[src/rtl/turf_hsk_pkg.sv]
// Shared definitions for the TURF UDP housekeeping serial bridge.
// Holds the readout FSM states, UDP header layout and payload-length helper.
package turf_hsk_pkg;

    typedef enum logic [2:0] {
        ST_IDLE,
        ST_LOAD,
        ST_READY,
        ST_SHIFT,
        ST_DRAIN
    } hsk_state_t;

    localparam int UDP_HDR_LEN = 8;
    localparam int IP_LSB      = 32;
    localparam int PORT_LSB    = 16;
    localparam int LEN_WIDTH   = 12;

    // udp_length counts the 8-byte UDP header; only the remainder is payload.
    function automatic logic [LEN_WIDTH-1:0] udp_payload_len(input logic [LEN_WIDTH-1:0] udp_len);
        return (udp_len > LEN_WIDTH'(UDP_HDR_LEN)) ? udp_len - LEN_WIDTH'(UDP_HDR_LEN) : '0;
    endfunction

endpackage

[src/rtl/turf_hsk_sclk_edge.sv]
// Two-flop history and edge strobes for the asynchronous housekeeping sclk/cs_b pins.
// Shared between the housekeeping read and write paths.
module turf_hsk_sclk_edge
    import turf_hsk_pkg::*;
(
    input  logic aclk,
    input  logic areset,
    input  logic sclk,
    input  logic cs_b,
    output logic sclk_fall,
    output logic cs_fall,
    output logic cs_rise,
    output logic cs_low
);

    logic [1:0] sclk_hist;
    logic [1:0] cs_hist;

    always_ff @(posedge aclk) begin
        if (areset) begin
            sclk_hist <= '0;
            cs_hist   <= '0;
        end else begin
            sclk_hist <= {sclk_hist[0], sclk};
            cs_hist   <= {cs_hist[0], cs_b};
        end
    end

    // Bit 1 is the older sample, so 2'b10 is a high-to-low transition.
    always_comb begin
        sclk_fall = (sclk_hist == 2'b10);
        cs_fall   = (cs_hist == 2'b10);
        cs_rise   = (cs_hist == 2'b01);
        cs_low    = ~cs_hist[0];
    end

endmodule

[src/rtl/turf_udp_hsk_read.sv]
// Bridges a received UDP housekeeping packet to a serial readout master.
// Header/payload arrive over AXI-Stream; bytes are shifted out MSB first on sclk falls.
module turf_udp_hsk_read
    import turf_hsk_pkg::*;
#(
    parameter DEBUG = "TRUE"
) (
    input  logic        aclk,
    input  logic        areset,
    input  logic [63:0] s_udphdr_tdata,
    input  logic        s_udphdr_tvalid,
    output logic        s_udphdr_tready,
    input  logic [63:0] s_udpdata_tdata,
    input  logic [7:0]  s_udpdata_tkeep,
    input  logic        s_udpdata_tlast,
    input  logic        s_udpdata_tvalid,
    output logic        s_udpdata_tready,
    input  logic        sclk,
    input  logic        cs_b,
    output logic        miso,
    output logic        irq_o,
    output logic [31:0] ip_o,
    output logic [15:0] port_o,
    output logic        underrun_o
);

    hsk_state_t state;
    hsk_state_t state_nxt;

    logic sclk_fall;
    logic cs_fall;
    logic cs_rise;
    logic cs_low;

    logic [63:0]          hold;
    logic [7:0]           keep;
    logic                 last_seen;
    logic                 word_valid;
    logic                 past_last;
    logic                 byte_blank;
    logic [2:0]           byte_idx;
    logic [2:0]           bit_idx;
    logic [LEN_WIDTH-1:0] bytes_left;

    logic need_word;
    logic shift_take;
    logic tlast_done;
    logic bit_step;
    logic byte_zero;
    logic unused_hdr_bits;

    turf_hsk_sclk_edge u_edge (
        .aclk      (aclk),
        .areset    (areset),
        .sclk      (sclk),
        .cs_b      (cs_b),
        .sclk_fall (sclk_fall),
        .cs_fall   (cs_fall),
        .cs_rise   (cs_rise),
        .cs_low    (cs_low)
    );

    assign unused_hdr_bits = ^s_udphdr_tdata[PORT_LSB-1:LEN_WIDTH];

    always_comb begin
        need_word  = (state == ST_SHIFT) && !word_valid;
        shift_take = need_word && s_udpdata_tvalid;
        tlast_done = last_seen || (shift_take && s_udpdata_tlast);
        // CS_RISE wins over a coincident SCLK_FALL.
        bit_step   = sclk_fall && cs_low && !cs_rise;
        byte_zero  = (bytes_left == '0) || !keep[byte_idx] || past_last
                     || !word_valid || byte_blank;
    end

    always_ff @(posedge aclk) begin
        if (areset) state <= ST_IDLE;
        else        state <= state_nxt;
    end

    always_comb begin
        state_nxt        = state;
        s_udphdr_tready  = 1'b0;
        s_udpdata_tready = 1'b0;
        irq_o            = 1'b0;
        miso             = 1'b0;
        unique case (state)
            ST_IDLE: begin
                s_udphdr_tready = 1'b1;
                if (s_udphdr_tvalid) state_nxt = ST_LOAD;
            end
            ST_LOAD: begin
                s_udpdata_tready = 1'b1;
                if (s_udpdata_tvalid) state_nxt = ST_READY;
            end
            ST_READY: begin
                irq_o = 1'b1;
                if (cs_fall) state_nxt = ST_SHIFT;
            end
            ST_SHIFT: begin
                s_udpdata_tready = shift_take;
                miso             = ~byte_zero & hold[{byte_idx, bit_idx}];
                if (cs_rise) state_nxt = tlast_done ? ST_IDLE : ST_DRAIN;
            end
            ST_DRAIN: begin
                s_udpdata_tready = 1'b1;
                if (s_udpdata_tvalid && s_udpdata_tlast) state_nxt = ST_IDLE;
            end
            default: state_nxt = ST_IDLE;
        endcase
        if (areset) begin
            s_udphdr_tready  = 1'b0;
            s_udpdata_tready = 1'b0;
            irq_o            = 1'b0;
            miso             = 1'b0;
        end
    end

    always_ff @(posedge aclk) begin
        if (areset) begin
            ip_o       <= '0;
            port_o     <= '0;
            underrun_o <= 1'b0;
            hold       <= '0;
            keep       <= '0;
            last_seen  <= 1'b0;
            word_valid <= 1'b0;
            past_last  <= 1'b0;
            byte_blank <= 1'b0;
            byte_idx   <= '0;
            bit_idx    <= '0;
            bytes_left <= '0;
        end else begin
            underrun_o <= 1'b0;
            case (state)
                ST_IDLE: begin
                    if (s_udphdr_tvalid) begin
                        ip_o       <= s_udphdr_tdata[IP_LSB +: 32];
                        port_o     <= s_udphdr_tdata[PORT_LSB +: 16];
                        bytes_left <= udp_payload_len(s_udphdr_tdata[LEN_WIDTH-1:0]);
                    end
                end
                ST_LOAD: begin
                    if (s_udpdata_tvalid) begin
                        hold       <= s_udpdata_tdata;
                        keep       <= s_udpdata_tkeep;
                        last_seen  <= s_udpdata_tlast;
                        word_valid <= 1'b1;
                        past_last  <= 1'b0;
                    end
                end
                ST_READY: begin
                    if (cs_fall) begin
                        byte_idx   <= '0;
                        bit_idx    <= 3'd7;
                        byte_blank <= 1'b0;
                    end
                end
                ST_SHIFT: begin
                    if (bit_step) begin
                        // A byte is committed once its MSB has been clocked out; a
                        // word arriving later only serves the following bytes.
                        if (bit_idx == 3'd7 && !word_valid && !past_last) begin
                            underrun_o <= 1'b1;
                            byte_blank <= 1'b1;
                        end
                        if (bit_idx == 3'd0) begin
                            bit_idx    <= 3'd7;
                            byte_idx   <= byte_idx + 3'd1;
                            byte_blank <= 1'b0;
                            if (bytes_left != '0) bytes_left <= bytes_left - LEN_WIDTH'(1);
                            if (byte_idx == 3'd7) begin
                                if (last_seen) past_last  <= 1'b1;
                                else           word_valid <= 1'b0;
                            end
                        end else begin
                            bit_idx <= bit_idx - 3'd1;
                        end
                    end
                    if (shift_take) begin
                        hold       <= s_udpdata_tdata;
                        keep       <= s_udpdata_tkeep;
                        last_seen  <= s_udpdata_tlast;
                        word_valid <= 1'b1;
                    end
                end
                default: ;
            endcase
        end
    end

    if (DEBUG == "TRUE") begin : g_debug
        // Hardware builds attach the ILA to sclk/cs_b/miso, state and counters here.
    end

endmodule

[config.mk]
export PLATFORM = sky130hd
export DESIGN_NAME = turf_udp_hsk_read
export DESIGN_NICKNAME = d
export VERILOG_FILES = /design/src/rtl/turf_hsk_pkg.sv /design/src/rtl/turf_hsk_sclk_edge.sv /design/src/rtl/turf_udp_hsk_read.sv
export SDC_FILE = /design/constraint.sdc
export NUM_CORES = 1
export LEC_CHECK = 0
export CORE_MARGIN = 2
export CORE_UTILIZATION = 35
export DETAILED_ROUTE_END_ITERATION = 7
export REMOVE_ABC_BUFFERS = 1
export SLEW_MARGIN = 20
export SYNTH_ARGS = -nofsm -noshare
export SYNTH_HDL_FRONTEND = slang
export SYNTH_SLANG_ARGS = --single-unit
[constraint.sdc]
create_clock -name aclk -period 2.15 [get_ports aclk]
set_input_delay 0.215 -clock aclk [delete_from_list [all_inputs] [get_ports aclk]]
set_output_delay 0.215 -clock aclk [all_outputs]
set_load 0.1 [all_outputs]
# Word-level counts from Yosys, hierarchy flattened
# Cells that the tools add are included.
# op_classes
n_bitwise	5
eq_ne	25
addsub	4
mux	61
order_cmp	3
n_reduce_logical	35
# ops
operator	count
64-bit two-way mux	2
64-bit one-hot mux with 2 select lines	1
12-bit two-way mux	5
3-bit two-way mux	12
1-bit two-way mux	27
12-bit one-hot mux with 2 select lines	1
8-bit two-way mux	2
2-bit inequality test, second input constant	8
8-bit one-hot mux with 2 select lines	1
3-bit one-hot mux with 5 select lines	1
12-bit by 4-bit greater-than comparator with 1-bit output, second input constant	1
12-bit zero test	1
3-bit one-hot mux with 2 select lines	2
6-bit AND reduction	2
12-bit nonzero test	1
12-bit by 1-bit subtractor with 12-bit output, second input constant	1
12-bit by 4-bit subtractor with 12-bit output, second input constant	1
1-bit one-hot mux with 2 select lines	5
5-bit AND reduction	2
3-bit equality test, second input constant	3
1-bit logical AND	8
4-bit AND reduction	2
6-bit by 7-bit less-than comparator with 1-bit output, second input constant	1
1-bit binary-select mux with 6-bit select	1
other kinds (22)	42
# totals
register_bits	150
word_cells	148
output_inout_bits	53
inputBits	143

# Logic depth before layout (Yosys ltp)
# depth
word_depth	11
ltp_mapped	11
mapped_depth_nobuf	7

# Cells and area by module
# From an unflattened synthesis, not the netlist that was laid out.
# hier_totals
cells_unflattened	822
area_unflattened_um2	6666.4
# by_module_without_submodules
mod	n_inst	seq_area_each_um2	cells_each	area_each_um2
turf_udp_hsk_read	1	2922.8	810	6533.8
turf_hsk_sclk_edge	1	80.1	12	132.6

# Worst setup path before layout
# OpenSTA, ideal clock, no wires.
# synth_timing
kind	flip-flop to output port
start	register state[1]
end	output s_udphdr_tready
arrival_time_ps	3464
t_required_ps	1935
path_slack_ps	-1529
stages_incl_launch_ff	3
cell_sequence	dfxtp_1 clkbuf_1 nor4_1
# synth_between
elab_chain_cells	3
# synth_lines
element	line_no	rtl
start: declaration	turf_udp_hsk_read.sv:27	hsk_state_t state;
start signal: assignment	turf_udp_hsk_read.sv:77	else state <= state_nxt;
3-bit zero test	turf_udp_hsk_read.sv:86	unique case (state)
1-bit two-way mux	turf_udp_hsk_read.sv:86	
1-bit two-way mux	turf_udp_hsk_read.sv:110	if (areset) begin
end: declaration	turf_udp_hsk_read.sv:12	output logic s_udphdr_tready,
# Every way passes these cells.

# Worst setup path after layout
# layout_timing
start	register bit_idx[1]
end	output miso
# layout_between
elab_chain_cells	5
# layout_lines
element	line_no	rtl
start: declaration	turf_udp_hsk_read.sv:42	logic [2:0] bit_idx;
start signal: assignment	turf_udp_hsk_read.sv:176	bit_idx <= bit_idx - 3'd1;
1-bit binary-select mux with 6-bit select	turf_udp_hsk_read.sv:101	miso = ~byte_zero & hold[{byte_idx, bit_idx}];
1-bit two-way mux (implied by the code)	turf_udp_hsk_read.sv:101	
1-bit AND	turf_udp_hsk_read.sv:101	
1-bit two-way mux	turf_udp_hsk_read.sv:86	
1-bit two-way mux	turf_udp_hsk_read.sv:110	
end: declaration	turf_udp_hsk_read.sv:20	output logic miso,
# Every way passes these cells. The select of a mux whose other input is x is not followed.

==> impl_metrics.yaml <==
place:
  pre_cts_ws_ns: -0.0941
  placed_area_sq_mm: 0.00893
  dp_cells: 1229
  io_buffers: 191
  gp_congestion: 0.847
  hpwl_microns: 13300
yosys:
  async_reset_ff_share_pct: 0
  syn-cell-area_sq_mm: 0.00662
  synth_compound_area_share_pct: 18.0
  synth-xor-area-share_pct: 0.662
  synth_seq_cells: 150
  synth_top_family_by_area: "simple AND/OR/NAND/NOR gates"
  synth.avg_cell_area_sq_um: 8.09
  yosysSeqAreaShare_pct: 45.4
  synth_flop_cell: "dfxtp_1"
  synth_mux_area_share_pct: 6.58
  synthSimpleGateAreaFrac_pct: 23.3
  yosysWarnings: 0
  synth_edf_count: 0
  synthAdderAreaFrac_pct: 1.51
  netlist_instances: 818
  synth_cell_type_count: 60
sta:
  finClkSkew_ns: 0.00906
  tightest_slew_ns: 0.511
  final-hold-violation-count: 0
  period_share_pct: 122
  worst_slack_ns: -0.483
  slew_headroom_pct: 65.1
  setup_violations: 1
  slew_violations: 0
  min_period_ns: 2.63
  timing.fmax_mhz: 380
  rsz0062_at_grt: "yes"
die:
  die_w_microns: 142
  ios: 196
  core_sq_mm: 0.0186
  die_h_microns: 142
  die_area_sq_mm: 0.0200
  initial_utilization_pct: 35.5
  num_rows: 50
clock_network:
  cts-root-buf: "clkbuf_16"
  cts_tree: "yes"
  clk_latency_ns: 0.42
  clkTransAtPathRegs_ns: 0.06
  htree_levels: 4
  cts_buffers: 17
  cts_buffer_depth: 2
  clock_sinks: 150
pwr:
  power.density_mw_per_mm2: 809
  ir_worst_vdd_uv: 538
  power.total_w: 0.00775
  p_leak_nw: 3.50
outcome:
  status: "finished with violations"
  violations: "setup timing"
route:
  antenna_left: 0
  routed_wl_microns: 19000
  wl_per_cell_microns: 15.1
  drtPass1Iterations: 4
  via_per_inst: 5.01
  drc_errors: 0
  vias: 6325
  drt-initial-drc-count: 320
min_path:
  worst_hold_path_type: "primary input to register"
  hold_path_depth: 2
finish:
  antenna_cells: 0
  fillers: 1803
  syn_to_final_growth_pct: 44.9
  final_cell_mix: "251 x nand2_1, 149 x dfxtp_1, 139 x a21oi_1"
  stdcell_area_sq_mm: 0.00959
  final_net_count: 1166
  final_cells: 1262
  layout.cells.most_common: "nand2_1"
  drive_gt1_share_pct: 16.3
global_routing:
  grt_usage_pct: 18.8
  grt_start_max_net_pins: 105
  grt_pass1_vias: 5972
  antenna_found_initial: 0
  grt-ovfl-total: 0
  grt_pass1_wl_microns: 30100
worst_setup_path:
  path_max_fanout: 5
  path_class: "register to output port"
  worstPathArrival_ns: 2.42
  reg2reg_depth: 7
  crit_required_ns: 1.93
  cp-start-kind: "register"
  end_kind: "output port"
flow_run:
  cap_violations: 0
[cells in the mapped netlist (5+ instances only)]
cell / count / area, sq um
o21ai_0: 18 / 90.1
clkbuf_1: 48 / 180
nor3_1: 13 / 65.1
nor4_1: 10 / 62.6
o21ai_1: 5 / 25.0
a21oi_1: 139 / 696
or3_1: 5 / 31.3
dfxtp_1: 150 / 3000
nand2b_1: 6 / 37.5
nor2_1: 28 / 105
mux4_2: 14 / 315
inv_1: 11 / 41.3
buf_2: 7 / 35.0
mux2i_1: 12 / 120
nand2_1: 251 / 942
nor2b_1: 12 / 75.1
a211oi_1: 8 / 60.1
ha_1: 8 / 100
[worst max-delay path, stage by stage (launching register included)]
cell	delay, ns
dfxtp_2	0.33
buf_6	0.13
mux2i_1	0.12
mux4_2	0.52
a221oi_2	0.26
a32oi_1	0.13
a311oi_2	0.19
buf_4	0.16
buf_12	0.16
[sequential cells by signal, indices dropped and copies added (netlist names)]
signal / flops
bytes_left: 12
u_edge.cs_hist: 2
last_seen: 1
bit_idx: 3
ip_o: 32
byte_blank: 1
state: 3
hold: 64
port_o: 16
word_valid: 1
past_last: 1
byte_idx: 3
keep: 8
u_edge.sclk_hist: 2
underrun_o: 1
[power by group]
group / leakage [nW] / total [W] / switching [W] / internal (W)
combinational: 1.99 / 0.00160 / 0.00101 / 0.000589
clock: 0.293 / 0.00313 / 0.00123 / 0.00190
sequential: 1.22 / 0.00303 / 0.0000928 / 0.00293
total: 3.50 / 0.00775 / 0.00233 / 0.00542
[what timing repair did]
action / in CTS / in global routing
gates cloned: 0 / 0
hold endpoints to repair: 0 / 0
resized for setup: 0 / 6
pin swaps: 1 / 1
buffers inserted: 0 / 1
hold buffers: 0 / 0
setup endpoints to repair: 1 / 13
[per-stage QoR]
step	util, %	TNS, ns	hold slack, ns
after floorplan	-	-167.61	0.284
after global placement	47.9	-0.588	0.443
after detailed placement	47.9	-0.599	0.446
after CTS	51.2	-0.511	0.116
after global routing	51.4	-0.601	0.135
final	51.4	-0.483	0.127
[routing by layer]
metal  wire, microns  global-route usage [%]  vias up  part of all wire, %
li1                -                       -     3205                    -
met1            8670                    24.8     2935                   46
met2            9170                    30.5      156                   48
met3             774                    3.07       29                  4.1
met4             413                    8.32        0                  2.2
met5               0                       0        -                    0
[final cells by class]
class | instances | area (sq um) | area share [%]
inverters | 13 | 48.8 | 0.509
well taps | 234 | 293 | 3.05
clock inverters | 13 | 169 | 1.76
multi-input cells | 596 | 3340 | 34.8
clock buffers | 19 | 453 | 4.72
repair buffers | 237 | 2280 | 23.8
flip-flops and latches | 150 | 3000 | 31.3
[final timing paths]
check                                   start             to  slack [ns]
worst max register to register  bytes_left[1]  bytes_left[6]        0.14
worst max-delay path               bit_idx[1]           miso       -0.48
worst min register to register       hold[28]       hold[28]        0.45
worst min-delay path                   areset       ip_o[21]        0.13
[logic make-up (layout without fill, tap and decap cells)]
group	count (synthesis)	after routing
and+or+nand+nor	351	351
AOI/OAI and AO/OA	206	206
DFF	150	150
buffers and inverters	72	282
muxes	26	26
adders and majority gates	8	8
xor gates and xnor gates	5	5
Power figures use the tool's default switching activity.
